## config.mk

```make
export PLATFORM = sky130hd
export DESIGN_NAME = score_judge_flat
export DESIGN_NICKNAME = d
export VERILOG_FILES = /design/src/rtl/score_judge_pkg.sv /design/src/rtl/score_judge_if.sv /design/src/rtl/score_judge_pipe_pass_detect.sv /design/src/rtl/score_judge.sv /design/src/flat_wrapper.sv
export SDC_FILE = /design/constraint.sdc
export NUM_CORES = 1
export LEC_CHECK = 0
export ABC_AREA = 0
export CAP_MARGIN = 10
export CORE_ASPECT_RATIO = 1.2
export CORE_MARGIN = 2
export CORE_UTILIZATION = 43
export DETAILED_ROUTE_END_ITERATION = 6
export GPL_ROUTABILITY_DRIVEN = 0
export PLACE_DENSITY = 0.84
export RECOVER_POWER = 100
export SKIP_LAST_GASP = 1
export SLEW_MARGIN = 30
export SYNTH_ARGS = -nofsm -noshare
export SYNTH_HDL_FRONTEND = slang
export SYNTH_SLANG_ARGS = --single-unit
```

## constraint.sdc

```tcl
create_clock -name clk -period 2.4 [get_ports clk]
set_clock_uncertainty 0.15 [all_clocks]
set_input_delay 0.36 -clock clk [delete_from_list [all_inputs] [get_ports clk]]
set_output_delay 0.36 -clock clk [all_outputs]
set_load 0.03 [all_outputs]
```

## src/rtl/score_judge_pkg.sv

```systemverilog
// Shared types for the score judge: FSM state encoding and column row constants.
package score_judge_pkg;
    typedef enum logic [1:0] {IDLE, PLAY, GRACE, OVER} state_t;
    localparam int GROUND_ROW = 0;
endpackage

```

## src/rtl/score_judge_if.sv

```systemverilog
// Game-step bus between column generators, the judge and score/control consumers.
interface score_judge_if #(
    parameter int ROWS    = 8,
    parameter int LIVES   = 3,
    parameter int SCORE_W = 10
);
    localparam int LW = $clog2(LIVES + 1);

    logic               ongoing;
    logic               tick;
    logic [ROWS-1:0]    bird;
    logic [ROWS-1:0]    pipe;
    logic               add_point;
    logic               hit;
    logic               fail;
    logic               invuln;
    logic [LW-1:0]      lives;
    logic [SCORE_W-1:0] score;

    modport master (output ongoing, tick, bird, pipe,
                    input  add_point, hit, fail, invuln, lives, score);
    modport slave  (input  ongoing, tick, bird, pipe,
                    output add_point, hit, fail, invuln, lives, score);
endinterface

```

## src/rtl/score_judge_pipe_pass_detect.sv

```systemverilog
// Remembers the pipe seen on the previous judged tick; strobes when a pipe has just left the column.
module pipe_pass_detect #(
    parameter int ROWS = 8
) (
    input  logic            clk,
    input  logic            reset,
    input  logic            clr_i,
    input  logic            en_i,
    input  logic            tick_i,
    input  logic [ROWS-1:0] pipe_i,
    output logic            pass_o
);
    logic [ROWS-1:0] prev_pipe_q, prev_pipe_d;

    always_comb begin
        prev_pipe_d = prev_pipe_q;
        if (clr_i)              prev_pipe_d = '0;
        else if (tick_i && en_i) prev_pipe_d = pipe_i;
    end

    always_ff @(posedge clk) begin
        if (!reset) prev_pipe_q <= '0;
        else        prev_pipe_q <= prev_pipe_d;
    end

    assign pass_o = tick_i && en_i && (|prev_pipe_q) && !(|pipe_i);
endmodule

```

## src/rtl/score_judge.sv

```systemverilog
// Per-tick collision, point and life judge with post-hit grace window.
module score_judge
    import score_judge_pkg::*;
#(
    parameter int ROWS         = 8,
    parameter int LIVES        = 3,
    parameter int GRACE_TICKS  = 4,
    parameter int SCORE_W      = 10,
    parameter int GROUND_FATAL = 1
) (
    input  logic         clk,
    input  logic         reset,
    score_judge_if.slave bus
);
    localparam int LW = $clog2(LIVES + 1);
    localparam int GW = $clog2(GRACE_TICKS + 1);

    state_t             state_q, state_d;
    logic [LW-1:0]      lives_q, lives_d;
    logic [SCORE_W-1:0] score_q, score_d;
    logic [GW-1:0]      grace_q, grace_d;
    logic               add_q, add_d;
    logic               hit_q, hit_d;
    logic               pass;
    logic               judging;

    // Row 0 is ground; a pipe segment there never counts as a pipe collision.
    wire pipe_col   = |(bus.bird[ROWS-1:1] & bus.pipe[ROWS-1:1]);
    wire ground_col = bus.bird[GROUND_ROW];

    assign judging = bus.ongoing && (state_q == PLAY || state_q == GRACE);

    pipe_pass_detect #(.ROWS(ROWS)) u_pass (
        .clk    (clk),
        .reset  (reset),
        .clr_i  (!bus.ongoing || state_q == IDLE),
        .en_i   (judging),
        .tick_i (bus.tick),
        .pipe_i (bus.pipe),
        .pass_o (pass)
    );

    always_comb begin
        state_d = state_q;
        lives_d = lives_q;
        score_d = score_q;
        grace_d = grace_q;
        add_d   = 1'b0;
        hit_d   = 1'b0;
        if (!bus.ongoing) begin
            state_d = IDLE;
            lives_d = LW'(LIVES);
            score_d = '0;
            grace_d = '0;
        end else if (bus.tick && judging) begin
            if (ground_col && GROUND_FATAL != 0) begin
                state_d = OVER;
                lives_d = '0;
                hit_d   = 1'b1;
            end else if (state_q == PLAY && (pipe_col || ground_col)) begin
                hit_d   = 1'b1;
                lives_d = lives_q - LW'(1);
                if (lives_q == LW'(1)) begin
                    state_d = OVER;
                end else begin
                    state_d = GRACE;
                    grace_d = GW'(GRACE_TICKS);
                end
            end else if (state_q == GRACE) begin
                grace_d = grace_q - GW'(1);
                if (grace_q == GW'(1)) state_d = PLAY;
            end
            // A game-ending hit swallows a point scored on the same tick.
            if (pass && state_d != OVER) begin
                add_d = 1'b1;
                if (score_q != '1) score_d = score_q + SCORE_W'(1);
            end
        end else if (state_q == IDLE) begin
            state_d = PLAY;
        end
    end

    always_ff @(posedge clk) begin
        if (!reset) begin
            state_q <= IDLE;
            lives_q <= LW'(LIVES);
            score_q <= '0;
            grace_q <= '0;
            add_q   <= 1'b0;
            hit_q   <= 1'b0;
        end else begin
            state_q <= state_d;
            lives_q <= lives_d;
            score_q <= score_d;
            grace_q <= grace_d;
            add_q   <= add_d;
            hit_q   <= hit_d;
        end
    end

    assign bus.add_point = add_q;
    assign bus.hit       = hit_q;
    assign bus.fail      = (state_q == OVER);
    assign bus.invuln    = (state_q == GRACE);
    assign bus.lives     = lives_q;
    assign bus.score     = score_q;
endmodule

```

## src/flat_wrapper.sv

```systemverilog
// flat-port wrapper written by rule: the top's interface ports become plain ports
module score_judge_flat import score_judge_pkg::*;
#(
    parameter int ROWS         = 8,
    parameter int LIVES        = 3,
    parameter int GRACE_TICKS  = 4,
    parameter int SCORE_W      = 10,
    parameter int GROUND_FATAL = 1
)
  (clk, reset, bus_ongoing, bus_tick, bus_bird, bus_pipe, bus_add_point, bus_hit, bus_fail, bus_invuln, bus_lives, bus_score);
  score_judge_if #(.ROWS(ROWS), .LIVES(LIVES), .SCORE_W(SCORE_W)) bus_i ();
  input  logic clk;
  input  logic reset;
  input wire logic [$bits(bus_i.ongoing)-1:0] bus_ongoing;
  input wire logic [$bits(bus_i.tick)-1:0] bus_tick;
  input wire logic [$bits(bus_i.bird)-1:0] bus_bird;
  input wire logic [$bits(bus_i.pipe)-1:0] bus_pipe;
  output wire logic [$bits(bus_i.add_point)-1:0] bus_add_point;
  output wire logic [$bits(bus_i.hit)-1:0] bus_hit;
  output wire logic [$bits(bus_i.fail)-1:0] bus_fail;
  output wire logic [$bits(bus_i.invuln)-1:0] bus_invuln;
  output wire logic [$bits(bus_i.lives)-1:0] bus_lives;
  output wire logic [$bits(bus_i.score)-1:0] bus_score;
  assign bus_i.ongoing = bus_ongoing;
  assign bus_i.tick = bus_tick;
  assign bus_i.bird = bus_bird;
  assign bus_i.pipe = bus_pipe;
  assign bus_add_point = bus_i.add_point;
  assign bus_hit = bus_i.hit;
  assign bus_fail = bus_i.fail;
  assign bus_invuln = bus_i.invuln;
  assign bus_lives = bus_i.lives;
  assign bus_score = bus_i.score;
  score_judge #(.ROWS(ROWS), .LIVES(LIVES), .GRACE_TICKS(GRACE_TICKS), .SCORE_W(SCORE_W), .GROUND_FATAL(GROUND_FATAL)) u_core (.clk(clk), .reset(reset), .bus(bus_i));
endmodule
```

==> impl_metrics.json, run 1 <==
{
  "outcome": "finished with violations",
  "violations": "setup timing",
  "io_buffer_count": 35,
  "ant_nets": 0,
  "ys_async_sr_fraction": 0,
  "critPathArrivalTime_ps": 2530,
  "synth_edf_count": 0,
  "rsz0062_at_grt": "yes",
  "fp.coreArea_mm2": 0.00303,
  "hold_viol": 0,
  "yosys.area.top_type": "dfxtp_1",
  "die_x_um": 55.3,
  "min_period_over_period": 1.00,
  "wl_um": 3860,
  "final_cell_mix": "nand2_1 (28), clkdlybuf4s50_1 (27), buf_4 (26)",
  "antennaDiodeCount": 0,
  "clk_pin_slew_ps": 150,
  "grt_overflow": 0,
  "syn_area_mm2": 0.00136,
  "area_delta_synth_final_pct": 51.0,
  "chipHeight_um": 65.6,
  "crit_fanout": 7,
  "grt_usage": 0.204,
  "hpwl_um": 2660,
  "start_kind": "input port",
  "crit_required_ps": 2530,
  "r2r_start": "u_core.state_q[1]",
  "h-tree-depth": 1,
  "io_pins": 36,
  "ctsHoldBuffers": 0,
  "design_area_mm2": 0.00205,
  "final_common_cell": "nand2_1",
  "slew_viol_final": 0,
  "peakVddDrop_mv": 0.280,
  "clockBufferDepth": 2,
  "synthTopCellsByArea": "dfxtp_1 (40%), nand2_1 (7.5%), a21oi_1 (7.4%)",
  "drt-initial-drc-count": 37,
  "vias": 1463,
  "ys_warn_count": 0,
  "post_dp_cell_area_mm2": 0.00192,
  "nFillCells": 250,
  "grt_max_degree": 15,
  "synth_top_area_frac": 0.398,
  "vias_per_cell": 5.61,
  "finalSetupViolCount": 1,
  "setup_slack_ps": -1.79,
  "worst_slew_pin_slew_ps": 561,
  "syn_avg_cell_area_um2": 8.24,
  "startpoint": "bus_pipe[1]",
  "synth-seq-cells": 27,
  "endpoint_kind": "flip-flop",
  "p_leak_nw": 0.735,
  "syn_inst": 165,
  "r2r_cells": 8,
  "clkLatencyLatePin_ps": 350,
  "cts_buffers": 3,
  "max_freq_mhz": 416,
  "grt_pass1_wl_um": 5930,
  "syn-num-nets": 193,
  "crit_end": "u_core.bus.score[4]",
  "wl_per_cell_um": 14.8,
  "ys_seq_area_frac": 0.398,
  "dp.cells": 255,
  "ys.flop_type": "dfxtp_1",
  "route.detailed.drc": 0,
  "power.density_mw_per_mm2": 374,
  "drive_above_1_share": 0.267,
  "fin_nets": 254,
  "clock_sinks": 27,
  "critPathKind": "in2reg",
  "grt_antenna_before_repair": 0,
  "maxCapViolations": 0,
  "reg2reg_slack_ps": 10,
  "cts_tree": "built",
  "layout.cells.non_filler": 261,
  "grt_pass1_vias": 1440,
  "relSlewSlack": 0.622,
  "timing.rr.end": "u_core.bus.score[4]",
  "layout_min_cycle_time_ps": 2400,
  "rows": 22,
  "synth.distinct_cells": 37,
  "dieArea_mm2": 0.00363,
  "hold_path_class": "in2reg",
  "initial_core_util": 0.449,
  "clock-root-buffer": "clkbuf_4",
  "dr.pass1.iters": 4
}
-- timing repair --
item                                    4_1_cts  5_1_grt
setup buffers                                 1        2
gates resized for setup                      32       18
pin swaps                                    11       14
endpoints found under the setup margin       10        8
-- per-layer routing --
layer  global-route usage  share of wire  vias up
met5                    0              0        -
met4                0.122          0.044        0
met3               0.0335          0.041       15
met2                0.381           0.52       46
met1                0.213           0.40      685
li1                     -              -      717
-- state kept, by name, summed over array words and instances (netlist names) --
register and count:
u_core.bus.lives 2, u_core.state_q 2, u_core.bus.hit 1, u_core.u_pass.prev_pipe_q 8, u_core.bus.score 10, u_core.bus.add_point 1
u_core.grace_q 3
-- cells by family (layout without fill, tap and decap cells) --
kind of cell	after synthesis	in the layout	synth area share
AO/OA/AOI/OAI	44	44	0.200
flip-flops	27	27	0.398
multiplexers	2	2	0.0147
buffers and inverters	13	73	0.0470
XOR/XNOR	2	2	0.0129
adder cells (fa/ha/maj)	8	8	0.0737
AND/OR/NAND/NOR	69	69	0.254
-- stage by stage --
step | TNS, ps | hold WS, ps | worst slack (ps) | utilization | power, mW
global route | -72.5 | 120 | -36.5 | 0.678 | 0.795
detailed placement | -7260 | 301 | -681 | 0.634 | 0.560
global placement | -6390 | 293 | -636 | 0.634 | 0.559
floorplan | -465 | 286 | -112 | - | 0.497
CTS | 0 | 104 | 0.272 | 0.660 | 0.756
finish | -1.79 | 109 | -1.79 | 0.678 | 0.768
-- how the worst min path moves through the flow --
stage	depth (start not counted)	slack, ps	end	from
floorplan	2	290	u_core.u_pass.prev_pipe_q[0]	u_core.u_pass.prev_pipe_q[0]
global route	3	120	u_core.u_pass.prev_pipe_q[0]	bus_pipe[0]
CTS	3	100	u_core.u_pass.prev_pipe_q[0]	bus_pipe[0]
finish	3	110	u_core.u_pass.prev_pipe_q[0]	bus_pipe[0]
global placement	2	290	u_core.u_pass.prev_pipe_q[0]	u_core.u_pass.prev_pipe_q[0]
detailed placement	2	300	u_core.u_pass.prev_pipe_q[7]	u_core.u_pass.prev_pipe_q[7]
-- critical path, stage by stage --
cell           delay, ps
dlygate4sd2_1        250
or4_4                430
a211oi_4             240
o311ai_4             160
or4_4                590
or3_4                360
a21oi_2              140
-- cells in the mapped netlist, types with 2 or more instances --
cell and instances:
nand2_1 27, a21oi_1 20, o21ai_0 9, nor3_1 4
a221oi_1 2, or3_1 8, mux2i_1 2, nor2_1 10
nand2b_1 2, a22o_1 2, inv_1 7, nand3_1 3
dfxtp_1 27, nand4_1 3, ha_1 8, a211oi_1 2
a2111oi_0 2, or4_1 4, a21o_1 2, clkbuf_1 3
nor4_1 2
-- layout make-up --
| cell class | count | area [um^2] | area share |
|---|---|---|---|
| tap | 36 | 45.0 | 0.0220 |
| inverter | 7 | 28.8 | 0.0140 |
| timing repair buffer | 62 | 526 | 0.256 |
| clock buffer | 4 | 26.3 | 0.0128 |
| sequential | 27 | 546 | 0.266 |
| multi-input combinational | 125 | 881 | 0.429 |
-- report_power, final --
part           switching, mW  total (mW)  internal (mW)
sequential           0.00194       0.452          0.450
combinational         0.0521       0.108         0.0563
clock                  0.142       0.208         0.0656
total                  0.196       0.768          0.572
No activity file was read; power rests on OpenSTA's default activity.
==> inputs of run 2 (changes only) <==
- CORE_UTILIZATION: 43 -> 45
- CTS_BUF_LIST: unset -> sky130_fd_sc_hd__clkbuf_8
- PLACE_DENSITY: 0.84 -> 0.87
==> impl_metrics.json, run 2 (synthesis gave the netlist of run 1 again) <==
{
  "setup_slack_ps": -33.5,
  "final_cell_mix": "nand2_1 (28), dfxtp_1 (25), clkdlybuf4s50_1 (24)",
  "h-tree-depth": 1,
  "whs_endpoint": "u_core.u_pass.prev_pipe_q[3]",
  "drt-initial-drc-count": 33,
  "critPathArrivalTime_ps": 2500,
  "slew_viol_final": 0,
  "relSlewSlack": 0.626,
  "crit_required_ps": 2470,
  "ctsHoldBuffers": 0,
  "wl_per_cell_um": 15.0,
  "p_leak_nw": 0.735,
  "fp.coreArea_mm2": 0.00284,
  "grt_max_degree": 17,
  "dieArea_mm2": 0.00348,
  "grt_pass1_wl_um": 6000,
  "cts_tree": "built",
  "critPathKind": "in2reg",
  "r2r_start": "u_core.state_q[1]",
  "hpwl_um": 2830,
  "violations": "setup timing",
  "clock_sinks": 27,
  "grt_usage": 0.233,
  "min_period_over_period": 1.01,
  "rsz0062_at_grt": "yes",
  "start_kind": "input port",
  "worst_slew_pin_slew_ps": 555,
  "clk_pin_slew_ps": 100,
  "area_delta_synth_final_pct": 50.0,
  "die_x_um": 54.2,
  "antennaDiodeCount": 0,
  "vias": 1470,
  "grt_overflow": 0,
  "max_freq_mhz": 411,
  "clock-root-buffer": "clkbuf_8",
  "wl_um": 3850,
  "layout_min_cycle_time_ps": 2430,
  "dr.pass1.iters": 4,
  "finalSetupTns_ps": -37.7,
  "largest_reg_flops": 10,
  "dp_slack_ps": -688,
  "hold_path_class": "in2reg",
  "outcome": "finished with violations",
  "cts_buffers": 3,
  "vias_per_cell": 5.74,
  "hold_viol": 0,
  "power.density_mw_per_mm2": 404,
  "finalCoreUtilization": 0.718,
  "rows": 21,
  "chipHeight_um": 64.2,
  "r2r_cells": 8,
  "io_buffer_count": 35,
  "min_path_cells": 3,
  "ant_nets": 0,
  "endpoint_kind": "flip-flop",
  "clkLatencyLatePin_ps": 280,
  "fin_nets": 251,
  "hold_slack_ps": 207,
  "io_pins": 36,
  "maxCapViolations": 0,
  "initial_core_util": 0.479,
  "hp-start": "bus_pipe[3]",
  "reg2reg_slack_ps": 10,
  "route.detailed.drc": 0,
  "finalSetupViolCount": 2,
  "timing.rr.end": "u_core.bus.score[6]",
  "grt_pass1_vias": 1434,
  "crit_fanout": 7,
  "drive_above_1_share": 0.257,
  "power_mw": 0.824,
  "final_common_cell": "nand2_1",
  "grt_antenna_before_repair": 0,
  "peakVddDrop_mv": 0.379,
  "clockBufferDepth": 2
}
[run 2: cell count changes in the layout (fill, tap and decap cells not counted), moves of 3 or more]
cell             change
dlygate4sd3_1        +3
clkbuf_2             -4
clkbuf_8             +3
buf_4                -3
clkdlybuf4s50_1      -3
[run 2: cell type report]
class                      count  area [um^2]
timing repair buffer          59          514
clock buffer                   3         41.3
multi-input combinational    125          861
tap                           34         42.5
clock inverter                 1         7.51
fill                         224          800
inverter                       7         26.3
sequential                    27          546
[run 2: worst max-delay path: stages]
cell and delay, ps:
buf_6 90, or4_4 540, a211oi_4 280, o311ai_4 160, or4_4 600, or3_4 350
a21oi_2 120
[run 2: what timing repair did]
item / 4_1_cts / 5_1_grt
buffers inserted: 0 / 1
pin swaps: 8 / 11
gates resized for setup: 39 / 14
endpoints found under the setup margin: 11 / 8
[run 2: power by group]
| group | switching [mW] | total, mW | internal [mW] |
|---|---|---|---|
| clock network | 0.150 | 0.269 | 0.118 |
| logic | 0.0494 | 0.105 | 0.0557 |
| registers | 0.00160 | 0.451 | 0.449 |
[run 2: metal layers]
metal	track usage	up-vias	wire length, um
li1	-	711	-
met1	0.243	704	1500
met2	0.438	43	2090
met3	0.0234	12	147
met4	0.103	0	122
met5	0	-	0
[run 2: per-stage QoR]
stage,std cells,instance area (um^2)
after floorplan,165,1380
after global placement,251,1900
after detailed placement,251,1900
after CTS,255,1990
after global routing,256,2040
final,256,2040
[run 2: worst max path at each step]
stage,startpoint,endpoint,slack (ps),cells past startpoint
global placement,bus_pipe[3],u_core.bus.score[4],-640,7
finish,bus_pipe[5],u_core.bus.score[6],-30,7
floorplan,bus_pipe[3],u_core.bus.score[4],-110,7
CTS,bus_pipe[1],u_core.bus.score[6],-40,7
detailed placement,bus_pipe[3],u_core.bus.score[6],-690,7
global route,bus_pipe[5],u_core.bus.score[6],-90,7
